**src/rtl/rs_pkg.sv**
```systemverilog
// Shared definitions for the reservation station.
//   - Default operand, tag and control widths.
//   - Lane packing helper for the flattened CDB and issue buses.
//   - Bit offsets of the fields inside one packed entry word.
package rs_pkg;

  localparam int unsigned RS_TAG_W  = 5;
  localparam int unsigned RS_DATA_W = 32;
  localparam int unsigned RS_CTRL_W = 9;

  // Fields of a packed entry word, listed from LSB upwards.
  typedef enum logic [2:0] {
    F_TAG1,
    F_TAG2,
    F_VAL1,
    F_VAL2,
    F_DEST,
    F_CTRL
  } ent_field_e;

  // Lane n of a flattened bus of width-wide lanes starts at n*width.
  function automatic int unsigned lane_lsb(input int unsigned lane,
                                           input int unsigned width);
    return lane * width;
  endfunction

  function automatic int unsigned ent_off(input ent_field_e f,
                                          input int unsigned tag_w,
                                          input int unsigned data_w);
    int unsigned off;
    case (f)
      F_TAG1:  off = 0;
      F_TAG2:  off = tag_w;
      F_VAL1:  off = 2 * tag_w;
      F_VAL2:  off = 2 * tag_w + data_w;
      F_DEST:  off = 2 * tag_w + 2 * data_w;
      default: off = 3 * tag_w + 2 * data_w;
    endcase
    return off;
  endfunction

  function automatic int unsigned ent_width(input int unsigned tag_w,
                                            input int unsigned data_w,
                                            input int unsigned ctrl_w);
    return 3 * tag_w + 2 * data_w + ctrl_w;
  endfunction

endpackage

```
**src/rtl/rs_station_param_if.sv**
```systemverilog
// Allocation, CDB wakeup and issue signals of the reservation station.
//   master: producer side (rename stage, CDB, ALU cluster) - drives alloc_*,
//           cdb_* and iss_ready; observes alloc_ready and iss_* payload.
//   slave : the reservation station itself.
// CDB and issue buses are flattened; lane n sits at [n*W +: W].
interface rs_station_param_if
  import rs_pkg::*;
#(
  parameter int unsigned NUM_CDB   = 2,
  parameter int unsigned NUM_ISSUE = 2,
  parameter int unsigned TAG_W     = RS_TAG_W,
  parameter int unsigned DATA_W    = RS_DATA_W,
  parameter int unsigned CTRL_W    = RS_CTRL_W
);

  logic                          alloc_valid;
  logic                          alloc_ready;
  logic [CTRL_W-1:0]             alloc_ctrl;
  logic [TAG_W-1:0]              alloc_dest;
  logic                          alloc_src1_rdy;
  logic                          alloc_src2_rdy;
  logic [TAG_W-1:0]              alloc_src1_tag;
  logic [TAG_W-1:0]              alloc_src2_tag;
  logic [DATA_W-1:0]             alloc_src1_val;
  logic [DATA_W-1:0]             alloc_src2_val;

  logic [NUM_CDB-1:0]            cdb_valid;
  logic [NUM_CDB*TAG_W-1:0]      cdb_tag;
  logic [NUM_CDB*DATA_W-1:0]     cdb_data;

  logic [NUM_ISSUE-1:0]          iss_valid;
  logic [NUM_ISSUE-1:0]          iss_ready;
  logic [NUM_ISSUE*CTRL_W-1:0]   iss_ctrl;
  logic [NUM_ISSUE*TAG_W-1:0]    iss_dest;
  logic [NUM_ISSUE*DATA_W-1:0]   iss_op1;
  logic [NUM_ISSUE*DATA_W-1:0]   iss_op2;

  modport master (
    output alloc_valid, alloc_ctrl, alloc_dest,
           alloc_src1_rdy, alloc_src2_rdy,
           alloc_src1_tag, alloc_src2_tag,
           alloc_src1_val, alloc_src2_val,
           cdb_valid, cdb_tag, cdb_data, iss_ready,
    input  alloc_ready, iss_valid, iss_ctrl, iss_dest, iss_op1, iss_op2
  );

  modport slave (
    input  alloc_valid, alloc_ctrl, alloc_dest,
           alloc_src1_rdy, alloc_src2_rdy,
           alloc_src1_tag, alloc_src2_tag,
           alloc_src1_val, alloc_src2_val,
           cdb_valid, cdb_tag, cdb_data, iss_ready,
    output alloc_ready, iss_valid, iss_ctrl, iss_dest, iss_op1, iss_op2
  );

endinterface

```
**src/rtl/rs_age_select.sv**
```systemverilog
// Oldest-first selector.
//   elig  : entries that may issue this cycle.
//   older : flattened age matrix, bit [i*DEPTH+j] set when entry i is older
//           than entry j (only meaningful between live entries).
//   gnt0  : one-hot oldest eligible entry (zero when none).
//   gnt1  : one-hot second-oldest eligible entry (zero when fewer than two).
module rs_age_select #(
  parameter int unsigned DEPTH = 8
) (
  input  logic [DEPTH-1:0]       elig,
  input  logic [DEPTH*DEPTH-1:0] older,
  output logic [DEPTH-1:0]       gnt0,
  output logic [DEPTH-1:0]       gnt1
);

  // A candidate wins when it is older than every other candidate.
  function automatic logic [DEPTH-1:0] pick_oldest(
    input logic [DEPTH-1:0]       cand,
    input logic [DEPTH*DEPTH-1:0] age
  );
    logic [DEPTH-1:0] g;
    for (int unsigned i = 0; i < DEPTH; i++) begin
      g[i] = cand[i];
      for (int unsigned j = 0; j < DEPTH; j++) begin
        if (j != i && cand[j] && !age[i*DEPTH+j]) begin
          g[i] = 1'b0;
        end
      end
    end
    return g;
  endfunction

  assign gnt0 = pick_oldest(elig, older);
  assign gnt1 = pick_oldest(elig & ~gnt0, older);

endmodule

```
**src/rtl/rs_station_param.sv**
```systemverilog
// Parametrised reservation station between rename/ROB-allocate and the ALUs.
//   clk   : rising-edge clock.
//   rst   : asynchronous active-low reset.
//   flush : discard every entry; blocks alloc and issue in that cycle.
//   bus   : slave side of rs_station_param_if (alloc handshake, NUM_CDB
//           wakeup buses, NUM_ISSUE issue ports with payload).
//   count : number of occupied entries.
// Entries wake from the CDB (also in the allocation cycle), and the oldest
// ready entries are offered on port 0 then port 1.
module rs_station_param
  import rs_pkg::*;
#(
  parameter int unsigned DEPTH     = 8,
  parameter int unsigned NUM_CDB   = 2,
  parameter int unsigned NUM_ISSUE = 2,
  parameter int unsigned TAG_W     = RS_TAG_W,
  parameter int unsigned DATA_W    = RS_DATA_W,
  parameter int unsigned CTRL_W    = RS_CTRL_W
) (
  input  logic                       clk,
  input  logic                       rst,
  input  logic                       flush,
  rs_station_param_if.slave          bus,
  output logic [$clog2(DEPTH+1)-1:0] count
);

  localparam int unsigned CNT_W  = $clog2(DEPTH + 1);
  localparam int unsigned ENT_W  = ent_width(TAG_W, DATA_W, CTRL_W);
  localparam int unsigned O_TAG1 = ent_off(F_TAG1, TAG_W, DATA_W);
  localparam int unsigned O_TAG2 = ent_off(F_TAG2, TAG_W, DATA_W);
  localparam int unsigned O_VAL1 = ent_off(F_VAL1, TAG_W, DATA_W);
  localparam int unsigned O_VAL2 = ent_off(F_VAL2, TAG_W, DATA_W);
  localparam int unsigned O_DEST = ent_off(F_DEST, TAG_W, DATA_W);
  localparam int unsigned O_CTRL = ent_off(F_CTRL, TAG_W, DATA_W);

  logic [DEPTH-1:0] busy;
  logic [DEPTH-1:0] rdy1;
  logic [DEPTH-1:0] rdy2;
  logic [ENT_W-1:0] ent   [DEPTH];
  logic [DEPTH-1:0] older [DEPTH];
  logic [CNT_W-1:0] count_q;

  logic             alloc_ready;
  logic             alloc_fire;
  logic [DEPTH-1:0] alloc_sel;
  logic             slot_found;

  logic [DATA_W:0]  wake1 [DEPTH];
  logic [DATA_W:0]  wake2 [DEPTH];
  logic [DATA_W:0]  new1;
  logic [DATA_W:0]  new2;

  logic [DEPTH-1:0]       elig;
  logic [DEPTH*DEPTH-1:0] age_flat;
  logic [DEPTH-1:0]       gnt0;
  logic [DEPTH-1:0]       gnt1;
  logic [DEPTH-1:0]       g;
  logic [DEPTH-1:0]       free_vec;
  logic [NUM_ISSUE-1:0]   iss_valid;
  logic [NUM_ISSUE-1:0]   acc;
  logic [CNT_W-1:0]       n_acc;
  logic [CTRL_W-1:0]      sel_ctrl;
  logic [TAG_W-1:0]       sel_dest;
  logic [DATA_W-1:0]      sel_op1;
  logic [DATA_W-1:0]      sel_op2;

  // Returns {hit, data}; the lowest-numbered matching bus wins because the
  // scan runs from the highest bus down and the last hit overwrites.
  function automatic logic [DATA_W:0] cdb_match(
    input logic [TAG_W-1:0]          tag,
    input logic [NUM_CDB-1:0]        v,
    input logic [NUM_CDB*TAG_W-1:0]  tags,
    input logic [NUM_CDB*DATA_W-1:0] data
  );
    logic [DATA_W:0] r;
    int unsigned     b;
    r = '0;
    for (int unsigned k = 0; k < NUM_CDB; k++) begin
      b = NUM_CDB - 1 - k;
      if (v[b] && tags[lane_lsb(b, TAG_W) +: TAG_W] == tag) begin
        r = {1'b1, data[lane_lsb(b, DATA_W) +: DATA_W]};
      end
    end
    return r;
  endfunction

  assign count       = count_q;
  assign alloc_ready = (count_q < CNT_W'(DEPTH)) && !flush;
  assign alloc_fire  = bus.alloc_valid && alloc_ready;
  assign bus.alloc_ready = alloc_ready;
  assign elig        = busy & rdy1 & rdy2;

  // Lowest-index free slot, one-hot.
  always_comb begin
    alloc_sel  = '0;
    slot_found = 1'b0;
    for (int unsigned i = 0; i < DEPTH; i++) begin
      if (!busy[i] && !slot_found) begin
        alloc_sel[i] = 1'b1;
        slot_found   = 1'b1;
      end
    end
  end

  always_comb begin
    new1 = cdb_match(bus.alloc_src1_tag, bus.cdb_valid, bus.cdb_tag, bus.cdb_data);
    new2 = cdb_match(bus.alloc_src2_tag, bus.cdb_valid, bus.cdb_tag, bus.cdb_data);
    for (int unsigned i = 0; i < DEPTH; i++) begin
      wake1[i] = cdb_match(ent[i][O_TAG1 +: TAG_W], bus.cdb_valid, bus.cdb_tag, bus.cdb_data);
      wake2[i] = cdb_match(ent[i][O_TAG2 +: TAG_W], bus.cdb_valid, bus.cdb_tag, bus.cdb_data);
    end
  end

  always_comb begin
    age_flat = '0;
    for (int unsigned i = 0; i < DEPTH; i++) begin
      for (int unsigned j = 0; j < DEPTH; j++) begin
        age_flat[i*DEPTH+j] = older[i][j];
      end
    end
  end

  rs_age_select #(
    .DEPTH (DEPTH)
  ) u_age_select (
    .elig  (elig),
    .older (age_flat),
    .gnt0  (gnt0),
    .gnt1  (gnt1)
  );

  // Issue ports: payload is OR-muxed from the one-hot grant and forced to
  // zero whenever the port is not valid.
  always_comb begin
    free_vec     = '0;
    n_acc        = '0;
    iss_valid    = '0;
    acc          = '0;
    g            = '0;
    sel_ctrl     = '0;
    sel_dest     = '0;
    sel_op1      = '0;
    sel_op2      = '0;
    bus.iss_ctrl = '0;
    bus.iss_dest = '0;
    bus.iss_op1  = '0;
    bus.iss_op2  = '0;
    for (int unsigned p = 0; p < NUM_ISSUE; p++) begin
      g            = (p == 0) ? gnt0 : gnt1;
      iss_valid[p] = (|g) && !flush;
      acc[p]       = iss_valid[p] && bus.iss_ready[p];
      if (acc[p]) begin
        free_vec = free_vec | g;
      end
      n_acc    = n_acc + CNT_W'(acc[p]);
      sel_ctrl = '0;
      sel_dest = '0;
      sel_op1  = '0;
      sel_op2  = '0;
      for (int unsigned i = 0; i < DEPTH; i++) begin
        if (iss_valid[p] && g[i]) begin
          sel_ctrl = sel_ctrl | ent[i][O_CTRL +: CTRL_W];
          sel_dest = sel_dest | ent[i][O_DEST +: TAG_W];
          sel_op1  = sel_op1  | ent[i][O_VAL1 +: DATA_W];
          sel_op2  = sel_op2  | ent[i][O_VAL2 +: DATA_W];
        end
      end
      bus.iss_ctrl[lane_lsb(p, CTRL_W) +: CTRL_W] = sel_ctrl;
      bus.iss_dest[lane_lsb(p, TAG_W)  +: TAG_W]  = sel_dest;
      bus.iss_op1[lane_lsb(p, DATA_W)  +: DATA_W] = sel_op1;
      bus.iss_op2[lane_lsb(p, DATA_W)  +: DATA_W] = sel_op2;
    end
  end

  assign bus.iss_valid = iss_valid;

  // Control state: occupancy, operand-ready flags and age matrix.
  always_ff @(posedge clk or negedge rst) begin
    if (!rst) begin
      busy    <= '0;
      rdy1    <= '0;
      rdy2    <= '0;
      count_q <= '0;
      for (int unsigned i = 0; i < DEPTH; i++) begin
        older[i] <= '0;
      end
    end else if (flush) begin
      busy    <= '0;
      rdy1    <= '0;
      rdy2    <= '0;
      count_q <= '0;
      for (int unsigned i = 0; i < DEPTH; i++) begin
        older[i] <= '0;
      end
    end else begin
      count_q <= count_q + CNT_W'(alloc_fire) - n_acc;
      for (int unsigned i = 0; i < DEPTH; i++) begin
        if (alloc_fire && alloc_sel[i]) begin
          busy[i]  <= 1'b1;
          rdy1[i]  <= bus.alloc_src1_rdy || new1[DATA_W];
          rdy2[i]  <= bus.alloc_src2_rdy || new2[DATA_W];
          older[i] <= '0;
        end else if (free_vec[i]) begin
          busy[i] <= 1'b0;
          rdy1[i] <= 1'b0;
          rdy2[i] <= 1'b0;
        end else if (busy[i]) begin
          if (!rdy1[i] && wake1[i][DATA_W]) rdy1[i] <= 1'b1;
          if (!rdy2[i] && wake2[i][DATA_W]) rdy2[i] <= 1'b1;
        end
      end
      // The new entry's row is cleared above; here every currently busy
      // entry is marked older than it. The diagonal is never set.
      for (int unsigned j = 0; j < DEPTH; j++) begin
        for (int unsigned k = 0; k < DEPTH; k++) begin
          if (alloc_fire && alloc_sel[k] && j != k) begin
            older[j][k] <= busy[j];
          end
        end
      end
    end
  end

  // Entry payload needs no reset: it is only visible through a valid grant.
  always_ff @(posedge clk) begin
    for (int unsigned i = 0; i < DEPTH; i++) begin
      if (alloc_fire && alloc_sel[i]) begin
        ent[i][O_CTRL +: CTRL_W] <= bus.alloc_ctrl;
        ent[i][O_DEST +: TAG_W]  <= bus.alloc_dest;
        ent[i][O_TAG1 +: TAG_W]  <= bus.alloc_src1_tag;
        ent[i][O_TAG2 +: TAG_W]  <= bus.alloc_src2_tag;
        ent[i][O_VAL1 +: DATA_W] <= bus.alloc_src1_rdy ? bus.alloc_src1_val : new1[DATA_W-1:0];
        ent[i][O_VAL2 +: DATA_W] <= bus.alloc_src2_rdy ? bus.alloc_src2_val : new2[DATA_W-1:0];
      end else if (!flush && busy[i]) begin
        if (!rdy1[i] && wake1[i][DATA_W]) ent[i][O_VAL1 +: DATA_W] <= wake1[i][DATA_W-1:0];
        if (!rdy2[i] && wake2[i][DATA_W]) ent[i][O_VAL2 +: DATA_W] <= wake2[i][DATA_W-1:0];
      end
    end
  end

endmodule

```
**src/flat_wrapper.sv**
```systemverilog
// flat-port wrapper written by rule: the top's interface ports become plain ports
module rs_station_param_flat import rs_pkg::*;
#(
  parameter int unsigned DEPTH     = 8,
  parameter int unsigned NUM_CDB   = 2,
  parameter int unsigned NUM_ISSUE = 2,
  parameter int unsigned TAG_W     = RS_TAG_W,
  parameter int unsigned DATA_W    = RS_DATA_W,
  parameter int unsigned CTRL_W    = RS_CTRL_W
)
  (clk, rst, flush, count, bus_alloc_valid, bus_alloc_ctrl, bus_alloc_dest, bus_alloc_src1_rdy, bus_alloc_src2_rdy, bus_alloc_src1_tag, bus_alloc_src2_tag, bus_alloc_src1_val, bus_alloc_src2_val, bus_cdb_valid, bus_cdb_tag, bus_cdb_data, bus_iss_ready, bus_alloc_ready, bus_iss_valid, bus_iss_ctrl, bus_iss_dest, bus_iss_op1, bus_iss_op2);
  rs_station_param_if #(.NUM_CDB(NUM_CDB), .NUM_ISSUE(NUM_ISSUE), .TAG_W(TAG_W), .DATA_W(DATA_W), .CTRL_W(CTRL_W)) bus_i ();
  input  logic clk;
  input  logic rst;
  input  logic flush;
  output logic [$clog2(DEPTH+1)-1:0] count;
  input wire logic [$bits(bus_i.alloc_valid)-1:0] bus_alloc_valid;
  input wire logic [$bits(bus_i.alloc_ctrl)-1:0] bus_alloc_ctrl;
  input wire logic [$bits(bus_i.alloc_dest)-1:0] bus_alloc_dest;
  input wire logic [$bits(bus_i.alloc_src1_rdy)-1:0] bus_alloc_src1_rdy;
  input wire logic [$bits(bus_i.alloc_src2_rdy)-1:0] bus_alloc_src2_rdy;
  input wire logic [$bits(bus_i.alloc_src1_tag)-1:0] bus_alloc_src1_tag;
  input wire logic [$bits(bus_i.alloc_src2_tag)-1:0] bus_alloc_src2_tag;
  input wire logic [$bits(bus_i.alloc_src1_val)-1:0] bus_alloc_src1_val;
  input wire logic [$bits(bus_i.alloc_src2_val)-1:0] bus_alloc_src2_val;
  input wire logic [$bits(bus_i.cdb_valid)-1:0] bus_cdb_valid;
  input wire logic [$bits(bus_i.cdb_tag)-1:0] bus_cdb_tag;
  input wire logic [$bits(bus_i.cdb_data)-1:0] bus_cdb_data;
  input wire logic [$bits(bus_i.iss_ready)-1:0] bus_iss_ready;
  output wire logic [$bits(bus_i.alloc_ready)-1:0] bus_alloc_ready;
  output wire logic [$bits(bus_i.iss_valid)-1:0] bus_iss_valid;
  output wire logic [$bits(bus_i.iss_ctrl)-1:0] bus_iss_ctrl;
  output wire logic [$bits(bus_i.iss_dest)-1:0] bus_iss_dest;
  output wire logic [$bits(bus_i.iss_op1)-1:0] bus_iss_op1;
  output wire logic [$bits(bus_i.iss_op2)-1:0] bus_iss_op2;
  assign bus_i.alloc_valid = bus_alloc_valid;
  assign bus_i.alloc_ctrl = bus_alloc_ctrl;
  assign bus_i.alloc_dest = bus_alloc_dest;
  assign bus_i.alloc_src1_rdy = bus_alloc_src1_rdy;
  assign bus_i.alloc_src2_rdy = bus_alloc_src2_rdy;
  assign bus_i.alloc_src1_tag = bus_alloc_src1_tag;
  assign bus_i.alloc_src2_tag = bus_alloc_src2_tag;
  assign bus_i.alloc_src1_val = bus_alloc_src1_val;
  assign bus_i.alloc_src2_val = bus_alloc_src2_val;
  assign bus_i.cdb_valid = bus_cdb_valid;
  assign bus_i.cdb_tag = bus_cdb_tag;
  assign bus_i.cdb_data = bus_cdb_data;
  assign bus_i.iss_ready = bus_iss_ready;
  assign bus_alloc_ready = bus_i.alloc_ready;
  assign bus_iss_valid = bus_i.iss_valid;
  assign bus_iss_ctrl = bus_i.iss_ctrl;
  assign bus_iss_dest = bus_i.iss_dest;
  assign bus_iss_op1 = bus_i.iss_op1;
  assign bus_iss_op2 = bus_i.iss_op2;
  rs_station_param #(.DEPTH(DEPTH), .NUM_CDB(NUM_CDB), .NUM_ISSUE(NUM_ISSUE), .TAG_W(TAG_W), .DATA_W(DATA_W), .CTRL_W(CTRL_W)) u_core (.clk(clk), .rst(rst), .flush(flush), .bus(bus_i), .count(count));
endmodule
```
**config.mk**
```make
export PLATFORM = sky130hd
export DESIGN_NAME = rs_station_param_flat
export DESIGN_NICKNAME = d
export VERILOG_FILES = /design/src/rtl/rs_pkg.sv /design/src/rtl/rs_station_param_if.sv /design/src/rtl/rs_age_select.sv /design/src/rtl/rs_station_param.sv /design/src/flat_wrapper.sv
export SDC_FILE = /design/constraint.sdc
export NUM_CORES = 2
export LEC_CHECK = 0
export CAP_MARGIN = 30
export CORE_MARGIN = 2
export CORE_UTILIZATION = 44
export DETAILED_ROUTE_END_ITERATION = 10
export PLACE_DENSITY_LB_ADDON = 0.2
export SKIP_CTS_REPAIR_TIMING = 1
export SLEW_MARGIN = 30
export SYNTH_ARGS = -nofsm -noshare
export SYNTH_HDL_FRONTEND = slang
export SYNTH_SLANG_ARGS = --single-unit
```
**constraint.sdc**
```tcl
create_clock -name clk -period 10.5 [get_ports clk]
set_clock_uncertainty 0.1 [all_clocks]
set_input_delay 2.1 -clock clk [delete_from_list [all_inputs] [get_ports clk]]
set_output_delay 2.1 -clock clk [all_outputs]
set_load 0.02 [all_outputs]
```
Word-level counts from Yosys, hierarchy flattened
Memory sizes are Yosys's and may differ from the RTL's.
Index checks and enable logic that the tools add are counted.
Widths: inputs -> output; s select.
{"block": "classes", "add_sub_neg": 3, "n_mul": 0, "div": 0, "n_lt_le_gt_ge": 1, "n_eq_ne": 36, "shifts": 0, "mux": 475, "bitwise_logic": 77, "n_reduce_logical": 375}
{"op": "$mux 32", "n": 50}
{"op": "$mux 33", "n": 36}
{"op": "$or 32x32->32", "n": 28}
{"op": "$mux 1", "n": 342}
{"op": "$logic_and 1x1->1", "n": 209}
{"op": "$eq 5x5->1", "n": 36}
{"op": "$mux 9", "n": 16}
{"op": "$or 9x9->9", "n": 14}
{"op": "$reduce_bool 3->1", "n": 36}
{"op": "$mux 8", "n": 13}
{"op": "$reduce_bool 4->1", "n": 24}
{"op": "$logic_not 1->1", "n": 86}
{"op": "$mux 5", "n": 16}
{"op": "$or 5x5->5", "n": 14}
{"op": "$mux 64", "n": 1}
{"op": "$reduce_and 2->1", "n": 16}
{"op": "$and 8x8->8", "n": 3}
{"op": "$or 1x1->1", "n": 16}
{"op": "$reduce_or 8->1", "n": 2}
{"op": "$not 8->8", "n": 1}
{"op": "$or 8x8->8", "n": 1}
{"op": "$add 4x1->4", "n": 1}
{"op": "$lt 4x4->1 const B", "n": 1}
{"op": "$mux 4", "n": 1}
{"op": "other kinds (3)", "n": 4}
{"block": "totals", "ff_bits": 84, "latchBits": 0, "ramBits": 704, "mem_bits_ro": 0, "inputBits": 172, "out_inout_bits": 163, "word_cells": 1049, "n_memories": 1}
{"memory": "u_core.ent", "words": 8, "width": 88, "read_ports": 8, "rd_ports_with_merged_regs": 0, "wr": 8, "line": "rs_station_param.sv:39", "rtl": "logic [ENT_W-1:0] ent [DEPTH];"}

Depth between registers and ports, before layout
{"block": "depth", "depth_word": 38, "depth_mapped": 18, "depth_no_buf": 16}

Cells and area by module
From an unflattened synthesis, not the netlist that was laid out.
{"block": "hier_totals", "hier_cells": 4359, "area_unflattened_um2": 49003.2}
{"module": "rs_station_param", "n_inst": 1, "cells_per_inst": 4203, "area_per_inst_um2": 48036.1, "seq_area_each_um2": 23242.3}
{"module": "rs_age_select", "n_inst": 1, "cells_per_inst": 156, "area_per_inst_um2": 967.2, "seq_area_each_um2": 0.0}

Worst setup path after synthesis
OpenSTA, ideal clock, no wires.
{"block": "synth_timing", "path_kind": "in2out", "from": "input port flush", "to": "output port bus_iss_op1[28]", "arrival_ns": 4.174, "slack_ns": 4.126, "stages": 8, "n_path_buf": 5, "path_cell_list": "clkbuf_1 -> buf_1 -> clkbuf_1 -> nor3_1 -> clkbuf_1 -> clkbuf_1 -> a22oi_1 -> nand3_1"}
{"block": "synth_between", "elab_chain_len": 18, "elab_cells_between_ends": 25, "classes_between": "mux (8); bitwise (7); reduce/logical (10)"}
{"item": "start, declared", "line": "flat_wrapper.sv:15", "rtl": "input logic flush;"}
{"item": "$logic_not 1->1 (*)", "line": "rs_station_param.sv:150", "rtl": "iss_valid[p] = (|g) && !flush;"}
{"item": "$logic_and 1x1->1 (*)", "line": "rs_station_param.sv:150"}
{"item": "$logic_and 1x1->1", "line": "rs_station_param.sv:161", "rtl": "if (iss_valid[p] && g[i]) begin"}
{"item": "$mux 32", "line": "rs_station_param.sv:161"}
{"item": "$or 32x32->32", "line": "rs_station_param.sv:164", "rtl": "sel_op1 = sel_op1 | ent[i][O_VAL1 +: DATA_W];"}
{"item": "$mux 32", "line": "rs_station_param.sv:161"}
{"item": "$or 32x32->32", "line": "rs_station_param.sv:164"}
{"item": "$mux 32", "line": "rs_station_param.sv:161"}
{"item": "(+2 left out)"}
{"item": "$or 32x32->32", "line": "rs_station_param.sv:164"}
{"item": "$mux 32", "line": "rs_station_param.sv:161"}
{"item": "$or 32x32->32", "line": "rs_station_param.sv:164"}
{"item": "$mux 32", "line": "rs_station_param.sv:161"}
{"item": "$or 32x32->32", "line": "rs_station_param.sv:164"}
{"item": "$mux 32", "line": "rs_station_param.sv:161"}
{"item": "$or 32x32->32", "line": "rs_station_param.sv:164"}
{"item": "$mux 32 (*)", "line": "rs_station_param.sv:161"}
{"item": "end, declared", "line": "flat_wrapper.sv:34", "rtl": "output wire logic [$bits(bus_i.iss_op1)-1:0] bus_iss_op1;"}
Every way passes the cells marked *; elsewhere a longest branch is shown, timed or not.

Worst setup path in the final report
{"block": "layout_timing", "from": "register u_core.busy[7]", "to": "output port bus_iss_op1[63]"}
{"block": "layout_between", "elab_chain_len": 36, "elab_cells_between_ends": 162, "classes_between": "mux (78); bitwise (11); reduce/logical (73)"}
{"item": "start, declared", "line": "rs_station_param.sv:36", "rtl": "logic [DEPTH-1:0] busy;"}
{"item": "start signal, assigned", "line": "rs_station_param.sv:180", "rtl": "busy <= '0;"}
{"item": "start signal, assigned", "line": "rs_station_param.sv:188", "rtl": "busy <= '0;"}
{"item": "start signal, assigned by index", "line": "rs_station_param.sv:199", "rtl": "busy[i] <= 1'b1;"}
{"item": "$and 8x8->8 (*) (2 in series)", "line": "rs_station_param.sv:91", "rtl": "assign elig = busy & rdy1 & rdy2;"}
{"item": "$mux 1 (7 in series)", "line": "rs_age_select.sv:25", "rtl": "if (j != i && cand[j] && !age[i*DEPTH+j]) begin"}
{"item": "$not 8->8", "line": "rs_age_select.sv:34", "rtl": "assign gnt1 = pick_oldest(elig & ~gnt0, older);"}
{"item": "$and 8x8->8 (*)", "line": "rs_age_select.sv:34"}
{"item": "$mux 1 (7 in series)", "line": "rs_age_select.sv:25"}
{"item": "$reduce_or 8->1", "line": "rs_station_param.sv:150"}
{"item": "$logic_and 1x1->1", "line": "rs_station_param.sv:150"}
{"item": "$logic_and 1x1->1", "line": "rs_station_param.sv:161"}
{"item": "(+7 left out)"}
{"item": "$or 32x32->32", "line": "rs_station_param.sv:164"}
{"item": "$mux 32", "line": "rs_station_param.sv:161"}
{"item": "$or 32x32->32", "line": "rs_station_param.sv:164"}
{"item": "$mux 32", "line": "rs_station_param.sv:161"}
{"item": "$or 32x32->32", "line": "rs_station_param.sv:164"}
{"item": "$mux 32", "line": "rs_station_param.sv:161"}
{"item": "$or 32x32->32", "line": "rs_station_param.sv:164"}
{"item": "$mux 32 (*)", "line": "rs_station_param.sv:161"}
Marks and branches as above.

==> impl_metrics.tcl <==
set metrics [dict create \
    clk_latency_ps 700 \
    grt_pass1_vias 40800 \
    core_area_um2 105000 \
    clkSinkCount 788 \
    cts_made_buffers 90 \
    io_buffers 334 \
    path_cells "nand3_2 > or4_1 > o21bai_4 > o22ai_1 > nor4_4 > buf_4 > and2_4 > buf_4 > a222oi_1 > o211ai_1 > clkdlybuf4s50_1" \
    syn_nets 4666 \
    top_layer "met5" \
    cellPowerDensity_nw_per_um2 139 \
    via_per_inst 7.17 \
    syn_area_um2 46300 \
    leakagePower_nw 17.8 \
    critPathMaxFanout 34 \
    gr-total-overflow 0 \
    cts_tree "built" \
    wl_met2_um 89000 \
    hold_class "reg2reg" \
    yosysUniqueCellTypes 59 \
    cp_common_cell "buf_4" \
    timing.final.crit_share_pct 80.4 \
    ys_ff_latch 788 \
    antenna_found_initial 11 \
    area_growth_pct 15.8 \
    drv_slew 0 \
    nNetsFinal 4710 \
    path_delay_family "simple AND/OR/NAND/NOR gates" \
    grt_pass1_wl_um 286000 \
    slowest_stage "and2_4" \
    grt_max_degree 79 \
    cts-root-buf "clkbuf_16" \
    clkSlewWorstSetupHoldPaths_ps 60 \
    ir_drop_v 0.000123 \
    place.gp.congestion 0.967 \
    synthArstFlopShare_pct 10.7 \
    final_cell_mix "edfxtp_1 (704), a21oi_1 (605), nor2b_1 (451)" \
    synth_ff_type "edfxtp_1" \
    rsz0062_at_grt "false" \
    design_area_um2 53600 \
    power_frac_seq_pct 48.0 \
    die_w_um 328 \
    rows 119 \
    postPlaceCellArea_um2 50700 \
    max_cap_viol_count 0 \
    critPathMaxStageDelay_ps 830 \
    cts.htree.levels 3 \
    setup_viol 0 \
    grtUsageTotal_pct 36.4 \
    p_int_mw 5.58 \
    fin_hold_ws_ps 376 \
    avgSynthCellArea_um2 10.3 \
    start_kind "register" \
    setup_tns_ps 0 \
    drtAntennaViolNets 0 \
    yosys_warnings 0 \
    drive_gt1_share_pct 8.02 \
    hold_viol 0 \
    violations "DRC" \
    tightestPinTransition_ps 1060 \
    synth-edff-count 704 \
    synth_seq_area_share_pct 50.2 \
    p_sw_mw 1.86 \
    die_area_um2 108000 \
    p_sw_share_pct 25.0 \
    dpl.hpwl_um 112000 \
    critPathRequiredTime_ps 8300 \
    outcome "finished with violations" \
    clockBufferDepth 3 \
    final.min_clock_period_ps 8440 \
    crit_buf_inv 3 \
    finalWirelength_um 203000 \
    pwr-share-comb_pct 9.0 \
    maxSlewHeadroom_pct 29.4 \
    drc 1 \
    layout_commonest_cell "edfxtp_1" \
    die_h_um 328 \
    first_pass_iters 11 \
    path_class "reg2out" \
    syn_inst 4487 \
    io_pins 335 \
    avgRoutedWirePerCell_um 33.8 \
    fmax_mhz 118 \
    clockPowerShare_pct 43.0 \
    drt-met1-wl_um 73000 \
    crit_arrival_ps 6240 \
    vias 43000 \
    setup.worst_path.end_class "output port" \
    initial_utilization_pct 44.2 \
    initialDrtViolationCount 7801 \
    wl_met3_um 28100 \
]
## worst min-delay path: cells and delay by family, from the launching register on
kind,cells,cell delay (ps)
and+or+nand+nor,2,110
DFF,1,340
## metrics by stage
step	utilization [%]	std cells	total power, mW	worst slack, ps
after detailed placement	48.4	5829	4.29	2700
after floorplan	-	4487	3.98	4130
after global routing	51.1	5994	7.61	2080
after global placement	48.3	5827	4.28	2820
after CTS	51.1	5991	7.42	2290
final	51.2	5996	7.44	2060
## flip-flops by register name (all words and copies together) (netlist names)
register         cells
u_core.busy          8
u_core.rdy2          8
u_core.ent         704
u_core.count         4
u_core.age_flat     56
u_core.rdy1          8
## synthesized netlist by cell type, drive strengths merged, types with 6 or more instances
master / count / area share (%)
a21oi: 605 / 6.5
o2111ai: 14 / 0.26
nand4b: 25 / 0.47
nor4: 50 / 0.90
xor2: 146 / 2.8
o21ai: 27 / 0.29
o221ai: 6 / 0.11
ha: 6 / 0.16
a222oi: 89 / 1.9
xnor2: 37 / 0.70
inv: 29 / 0.23
a22o: 137 / 2.6
dfrtp: 84 / 4.5
nand3: 161 / 1.8
nor2b: 451 / 6.1
o22ai: 33 / 0.45
nor2: 123 / 1.0
o211ai: 18 / 0.29
a211oi: 448 / 7.3
and3: 20 / 0.27
o21bai: 14 / 0.28
clkbuf: 412 / 3.3
nor3: 44 / 0.49
nand2: 170 / 1.4
a31oi: 15 / 0.20
edfxtp: 704 / 46
a22oi: 254 / 4.1
buf: 121 / 1.3
a221oi: 196 / 3.7
and4b: 14 / 0.30
## routing by layer
metal	track usage (%)	vias up
met5	0	-
met4	19.9	12
met3	9.21	761
met2	55.5	3638
met1	47.4	20700
li1	-	17900
## cell type report
class | count | area, um^2
Clock buffer | 117 | 2440
Timing Repair Buffer | 485 | 4570
Antenna cell | 4 | 10.0
Multi-Input combinational cell | 3135 | 21000
Tap cell | 1391 | 1740
Clock inverter | 45 | 458
Sequential cell | 788 | 23200
Inverter | 31 | 116
Fill cell | 9351 | 51200
## cells by family after synthesis
family | count (synthesis) | share of synthesized area, %
compound gates | 1865 | 28.2
simple gates | 1079 | 13.0
flops | 788 | 50.2
buf+inv | 564 | 4.90
xor+xnor | 183 | 3.46
fa+ha+maj | 7 | 0.205
mux | 1 | 0.0216
## power by group through the flow
stage	combinational, mW	sequential [mW]	clock (mW)
after CTS	0.655	3.57	3.20
after floorplan	0.361	3.62	0
final	0.670	3.57	3.20
after global placement	0.644	3.63	0
after global routing	0.712	3.58	3.32
after detailed placement	0.654	3.63	0
## final timing paths
kind / start / end / slack (ps) / cells past startpoint
min in group asynchronous: rst / u_core.age_flat[44]$_DFFE_PN0P_ / 1270 / 1
max in group asynchronous: rst / u_core.busy[2]$_DFFE_PN0P_ / 7990 / 2
setup / recovery: u_core.busy[7]$_DFFE_PN0P_ / bus_iss_op1[63] / 2060 / 11
setup reg to reg: u_core.busy[7]$_DFFE_PN0P_ / u_core.count[2]$_DFF_PN0_ / 4950 / 17
hold reg to reg: u_core.age_flat[20]$_DFFE_PN0P_ / u_core.age_flat[20]$_DFFE_PN0P_ / 380 / 2
hold / removal: u_core.age_flat[20]$_DFFE_PN0P_ / u_core.age_flat[20]$_DFFE_PN0P_ / 380 / 2
No activity file was read; power rests on OpenSTA's default activity.
